## src/rtl/nn_pkg.sv

```systemverilog
// nn_pkg: shared sizes and loader state type for the classifier datapath.
package nn_pkg;
    localparam int IMG_W    = 28;
    localparam int IMG_H    = 28;
    localparam int IMG_SIZE = IMG_W * IMG_H;
    localparam int PIX_W    = 8;
    localparam int ADDR_W   = 10;
    localparam int HID_SIZE = 128;
    localparam int OUT_SIZE = 10;
    typedef enum logic [1:0] {IDLE, WAIT_SOF, LOAD, FULL} ld_state_t;
endpackage

```

## src/rtl/nn_pix_addr_cnt.sv

```systemverilog
// nn_pix_addr_cnt: raster row/col counter holding the position of the next pixel.
module nn_pix_addr_cnt #(
    parameter int IMG_W  = 28,
    parameter int IMG_H  = 28,
    parameter int ADDR_W = 10
) (
    input  logic              CLK,
    input  logic              RST,
    input  logic              i_clr,
    input  logic              i_restart,
    input  logic              i_inc,
    output logic [ADDR_W-1:0] o_addr,
    output logic              o_last
);
    localparam int CW = IMG_W > 1 ? $clog2(IMG_W) : 1;
    localparam int RW = IMG_H > 1 ? $clog2(IMG_H) : 1;
    logic [CW-1:0] r_col, w_col_b;
    logic [RW-1:0] r_row, w_row_b;
    logic          w_col_wrap;
    // a restart counts from pixel 0 and advances past it in the same cycle
    always_comb begin
        w_col_b    = i_restart ? '0 : r_col;
        w_row_b    = i_restart ? '0 : r_row;
        w_col_wrap = w_col_b == CW'(IMG_W - 1);
    end
    always_ff @(posedge CLK) begin
        if (RST || i_clr) begin
            r_col <= '0;
            r_row <= '0;
        end else if (i_restart || i_inc) begin
            r_col <= w_col_wrap ? '0 : w_col_b + 1'b1;
            r_row <= !w_col_wrap ? w_row_b : (w_row_b == RW'(IMG_H - 1) ? '0 : w_row_b + 1'b1);
        end
    end
    assign o_addr = ADDR_W'(r_row) * ADDR_W'(IMG_W) + ADDR_W'(r_col);
    assign o_last = r_col == CW'(IMG_W - 1) && r_row == RW'(IMG_H - 1);
endmodule

```

## src/rtl/nn_img_loader.sv

```systemverilog
// nn_img_loader: writes one raster-ordered pixel frame into the image RAM and
// holds finish_read until the inference engine acknowledges the frame.
module nn_img_loader import nn_pkg::*; #(
    parameter int IMG_W  = 28,
    parameter int IMG_H  = 28,
    parameter int PIX_W  = 8,
    parameter int ADDR_W = 10
) (
    input  logic              CLK,
    input  logic              RST,
    input  logic              start,
    input  logic              s_valid,
    output logic              s_ready,
    input  logic [PIX_W-1:0]  s_data,
    input  logic              s_sof,
    output logic              mem_we,
    output logic [ADDR_W-1:0] mem_addr,
    output logic [PIX_W-1:0]  mem_wdata,
    output logic              finish_read,
    input  logic              ack,
    output logic              err
);
    ld_state_t         r_state, w_next;
    logic              r_ready, r_we, r_fin, r_err;
    logic [ADDR_W-1:0] r_addr, w_cnt_addr;
    logic [PIX_W-1:0]  r_wdata;
    logic              w_acc, w_wr, w_last;

    assign w_acc = s_valid && r_ready;
    // in WAIT_SOF only the sof beat is written; everything before it is dropped
    assign w_wr  = w_acc && (r_state == LOAD || s_sof);

    nn_pix_addr_cnt #(.IMG_W(IMG_W), .IMG_H(IMG_H), .ADDR_W(ADDR_W)) u_cnt (
        .CLK       (CLK),
        .RST       (RST),
        .i_clr     (r_state == IDLE),
        .i_restart (w_wr && s_sof),
        .i_inc     (w_wr && !s_sof),
        .o_addr    (w_cnt_addr),
        .o_last    (w_last)
    );

    always_comb begin
        w_next = (r_state == IDLE && start)                      ? WAIT_SOF :
                 (r_state == WAIT_SOF && w_acc && s_sof)         ? LOAD :
                 (r_state == LOAD && w_wr && !s_sof && w_last)   ? FULL :
                 (r_state == FULL && ack)                        ? IDLE : r_state;
    end

    always_ff @(posedge CLK) begin
        if (RST) begin
            r_state <= IDLE;
            r_ready <= 1'b0;
            r_we    <= 1'b0;
            r_addr  <= '0;
            r_wdata <= '0;
            r_fin   <= 1'b0;
            r_err   <= 1'b0;
        end else begin
            r_state <= w_next;
            r_ready <= w_next == WAIT_SOF || w_next == LOAD;
            r_we    <= w_wr;
            if (w_wr) begin
                r_addr  <= s_sof ? '0 : w_cnt_addr;
                r_wdata <= s_data;
            end
            // lags FULL by one cycle so it rises with the RAM capturing the last pixel
            r_fin   <= r_state == FULL && !ack;
            r_err   <= w_acc && s_sof && r_state == LOAD;
        end
    end

    assign s_ready     = r_ready;
    assign mem_we      = r_we;
    assign mem_addr    = r_addr;
    assign mem_wdata   = r_wdata;
    assign finish_read = r_fin;
    assign err         = r_err;
endmodule

```

## config.mk

```make
export PLATFORM = sky130hd
export DESIGN_NAME = nn_img_loader
export DESIGN_NICKNAME = d
export VERILOG_FILES = /design/src/rtl/nn_pkg.sv /design/src/rtl/nn_pix_addr_cnt.sv /design/src/rtl/nn_img_loader.sv
export SDC_FILE = /design/constraint.sdc
export NUM_CORES = 1
export LEC_CHECK = 0
export BUFFER_PORTS_ARGS = -buffer_cell sky130_fd_sc_hd__buf_4
export CORE_AREA = 3 3 78 80
export CTS_CLUSTER_SIZE = 25
export DETAILED_ROUTE_END_ITERATION = 10
export DIE_AREA = 0 0 81 83
export GPL_TIMING_DRIVEN = 0
export SYNTH_ARGS = -nofsm -noshare
export SYNTH_HDL_FRONTEND = slang
export SYNTH_SLANG_ARGS = --single-unit
```

## constraint.sdc

```tcl
create_clock -name CLK -period 8.2 [get_ports CLK]
set_clock_uncertainty 0.15 [all_clocks]
set_input_delay 2.05 -clock CLK [delete_from_list [all_inputs] [get_ports CLK]]
set_output_delay 2.05 -clock CLK [all_outputs]
set_load 0.005 [all_outputs]
```

==> results.md <==
- Register area: 681 um2
- Portion of synthesized cell area occupied by the leading cell type: 35.6%
- Instance count of the mapped netlist: 219
- Slew Limit Fails: 0
- Mean instance size in the synthesized netlist: just under 9 um2
- Number of flops mapped to enable cells by yosys: 0
- Relative slew slack: 45.4%
- Number of different library cells in the post-synthesis netlist: 49
- Initial Utilization: 35.0%
- Share of synthesized registers carrying an async set or reset: 0%
- Fraction of final layout cells with drive strength greater than 1: 19.2%
- Delay of the slowest cell on the worst path: 0.28 ns
- DR WL/cell: 13.4 um
- Cells resized by post-CTS repair: 0
- Count of endpoints failing setup in the final report: 0
- Synth Warn #: 0
- Area enclosed by the die boundary: 0.00672 mm2
- Layout net count: ~290
- Number of levels in the clock H-tree: 2
- RSZ-0062 raised after global routing: false
- Top cells by count, synth: 34 x sky130_fd_sc_hd__dfxtp_1, 28 x sky130_fd_sc_hd__nand2_1, 22 x sky130_fd_sc_hd__a21oi_1
- GR Util All Layers: between 10% and 20%
- Final number of hold-violating endpoints: 0
- Total half-perimeter wirelength after legalization and detailed placement: 3.46 mm
- Worst R2R End: mem_addr[9]
- Maximum vdd ir drop: ~0.056 mV
- Post-Syn Area: 0.00191 mm2
- Top cells by area, synth: sky130_fd_sc_hd__dfxtp_1 36%, sky130_fd_sc_hd__ha_1 8.5%, sky130_fd_sc_hd__fa_1 6.3%, sky130_fd_sc_hd__a21oi_1 5.8%, sky130_fd_sc_hd__nand2_1 5.5%
- Filler Cell Count: 568
- Largest fanout on the critical path: 7
- Worst setup slack after placement: between 4 and 5 ns
- Mapped Nets: roughly 250
- Post-route ant nets: 0
- Initial antenna violation count: 0
- TritonCTS clock tree: built
- Chip Width: 81 um
- Launching element type of the critical path: input port
- Library cell with the largest summed area after synthesis: sky130_fd_sc_hd__dfxtp_1
- Hold EP: mem_wdata[5]
- Worst Path Arrival: 3.91 ns
- Required time of the critical path: 8.27 ns
- Sum of routed wire length over all layers: 4.48 mm
- Highest Signal Layer: met4
- Post-route met1 wirelength: between 1.5 and 2 mm
- 1st-iter DRT viols: 80
- Ports: 36
- Amount of wire on met2 after detailed routing: between 2 and 2.5 mm
- Fmax: 261 MHz
- Crit path capture type: flip-flop
- Lkg Pwr: between 0.001 and 0.0015 uW
- Setup WS post-layout: 4.36 ns
- Count of hold-fix buffers inserted at cts: 0
- Area used by multi-input combinational logic: 0.00116 mm2
- Router iterations before antenna repair: 4
- Via count: 1709
- Power density over the cells: 138 mW/mm2
- GP Congestion: 0.858
- Slowest cell on crit path: sky130_fd_sc_hd__and4b_1
- Worst setup path startpoint: s_sof
- Pin count of the biggest net entering global routing: 12
- Number of cells traversed by the worst register-to-register path: 8
- Critical path cell sequence: buf_4 -> nand3_1 -> and2_1 -> ha_1 -> and4b_1 -> and3_1 -> a31o_1 -> o22a_1 -> o21ai_2
- MaxCap Viol Count: 0
- Source of the worst register-to-register timing path: u_cnt.r_row[2]
- Slew at the pin closest to its max-slew limit: 0.817 ns
- Overall die height: between 80 and 90 um
- Dominant register cell in the synthesized netlist: sky130_fd_sc_hd__dfxtp_1
- Setup tns final: 0 ns
- Vias in the first global route: roughly 1700
- Result of the run: completed
- Core Rows: 27
- CTS clk-pin slew, worst paths: 0.07 ns
- Count of cells along the worst hold path: 2
- Final critical-path share of the clock period: 46.8%
- Port-buffer cells: 34
- Post-synthesis sequential area ratio: around 36%
- Routed wire length on met3: 301 um
- Clock root buffer master: sky130_fd_sc_hd__clkbuf_8
- Post-route DRC violation count: 0
- Global-route congestion overflow total: 0
- Register-to-Register Setup Slack: 5.29 ns
- Seq cells post-synth: 34
- Via count normalized by instance count: 5.13
- Worst skew pair latency: 0.29 ns
- Type of the most critical hold path: reg -> reg
- CP bufs+invs: 1
- # diodes: 0
- Clock tree sinks: 34
- Worst Path Class, Setup: in -> reg
- Area growth, synth to finish: 23.0%
- Post-layout min period: ~3.8 ns
- Max clock buf depth: 2
- Cell family contributing the most delay on the critical path: simple AND/OR/NAND/NOR gates
- Number of clock buffers inserted by TritonCTS: 5
- Core Area: 0.00547 mm2
- First-pass GRT wire length: around 7.7 mm
- Number of buffers inserted by post-CTS setup repair: 0
- Start point of the worst hold path: mem_wdata[5]
- Most repeated cell in the gate-level netlist after synthesis: sky130_fd_sc_hd__dfxtp_1
-- worst max-delay path by stage --
stage                                 to  depth (start not counted)
after global routing      u_cnt.r_row[3]                          9
after floorplan           u_cnt.r_row[3]                          8
after detailed placement  u_cnt.r_row[3]                          9
after global placement    u_cnt.r_row[3]                          9
after CTS                 u_cnt.r_row[3]                          9
final                     u_cnt.r_row[3]                          9
-- power by group --
part | internal, uW | switching (uW)
clock | 67.5 | 64.5
combinational | 11.0 | 13.3
sequential | 167 | 1.36
-- flip-flops by register name, indices dropped and copies added, names as in the netlist --
name         flops
mem_wdata        8
r_state          2
mem_addr        10
finish_read      1
err              1
u_cnt.r_row      5
mem_we           1
s_ready          1
u_cnt.r_col      5
-- cell type report --
class,count,area share (%)
Clock inverter,2,0.531
Inverter,9,1.43
Tap cell,72,3.83
Multi-Input combinational cell,168,49.3
Timing Repair Buffer,34,10.8
Clock buffer,6,3.51
Buffer,8,1.70
Sequential cell,34,28.9
-- routing by layer --
| layer | vias to the layer above | global-route usage (%) |
|---|---|---|
| met1 | 786 | 17.6 |
| li1 | 866 | - |
| met4 | 0 | 4.61 |
| met2 | 48 | 24.2 |
| met5 | - | 0 |
| met3 | 9 | 3.69 |
-- cell usage in the layout, fill, tap and decap left out, types with 4 or more instances in the layout --
| cell | Yosys | final |
|---|---|---|
| sky130_fd_sc_hd__clkbuf_8 | 0 | 6 |
| sky130_fd_sc_hd__o21ai_0 | 7 | 7 |
| sky130_fd_sc_hd__clkbuf_1 | 5 | 5 |
| sky130_fd_sc_hd__dfxtp_1 | 34 | 34 |
| sky130_fd_sc_hd__nor2_1 | 12 | 12 |
| sky130_fd_sc_hd__buf_4 | 0 | 34 |
| sky130_fd_sc_hd__fa_1 | 6 | 6 |
| sky130_fd_sc_hd__xor2_1 | 4 | 4 |
| sky130_fd_sc_hd__nand2_1 | 28 | 28 |
| sky130_fd_sc_hd__and3_1 | 4 | 4 |
| sky130_fd_sc_hd__and2_1 | 6 | 6 |
| sky130_fd_sc_hd__ha_1 | 13 | 13 |
| sky130_fd_sc_hd__nor3_1 | 8 | 8 |
| sky130_fd_sc_hd__a21oi_1 | 22 | 22 |
| sky130_fd_sc_hd__a21o_1 | 4 | 4 |
| sky130_fd_sc_hd__inv_1 | 9 | 9 |
| sky130_fd_sc_hd__nand3_1 | 9 | 9 |
-- cells by family after synthesis --
group,Yosys count,share of synthesized area (%)
AOI/OAI and AO/OA,58,20.0
xor gates and xnor gates,6,2.75
adders and majority gates,19,14.8
buffers and inverters,17,3.86
DFF,34,35.6
muxes,1,0.523
and+or+nand+nor,84,22.5
-- per-stage QoR --
step / power [uW] / hold WS [ns] / cells / util, % / instance area, um2
after floorplan: 185 / 0.298 / 219 / - / 1910
after global placement: 197 / 0.294 / 325 / 41.3 / 2260
after detailed placement: 197 / 0.299 / 325 / 41.3 / 2260
after CTS: 330 / 0.309 / 333 / 43.0 / 2350
after global routing: 337 / 0.337 / 333 / 43.0 / 2350
final: 325 / 0.304 / 333 / 43.0 / 2350
-- worst min-delay path, stage by stage (launching register included) --
cell and delay (ns):
sky130_fd_sc_hd__dfxtp_1 0.31, sky130_fd_sc_hd__nand2_1 0.05, sky130_fd_sc_hd__a21oi_1 0.05
Power figures use the tool's default switching activity.
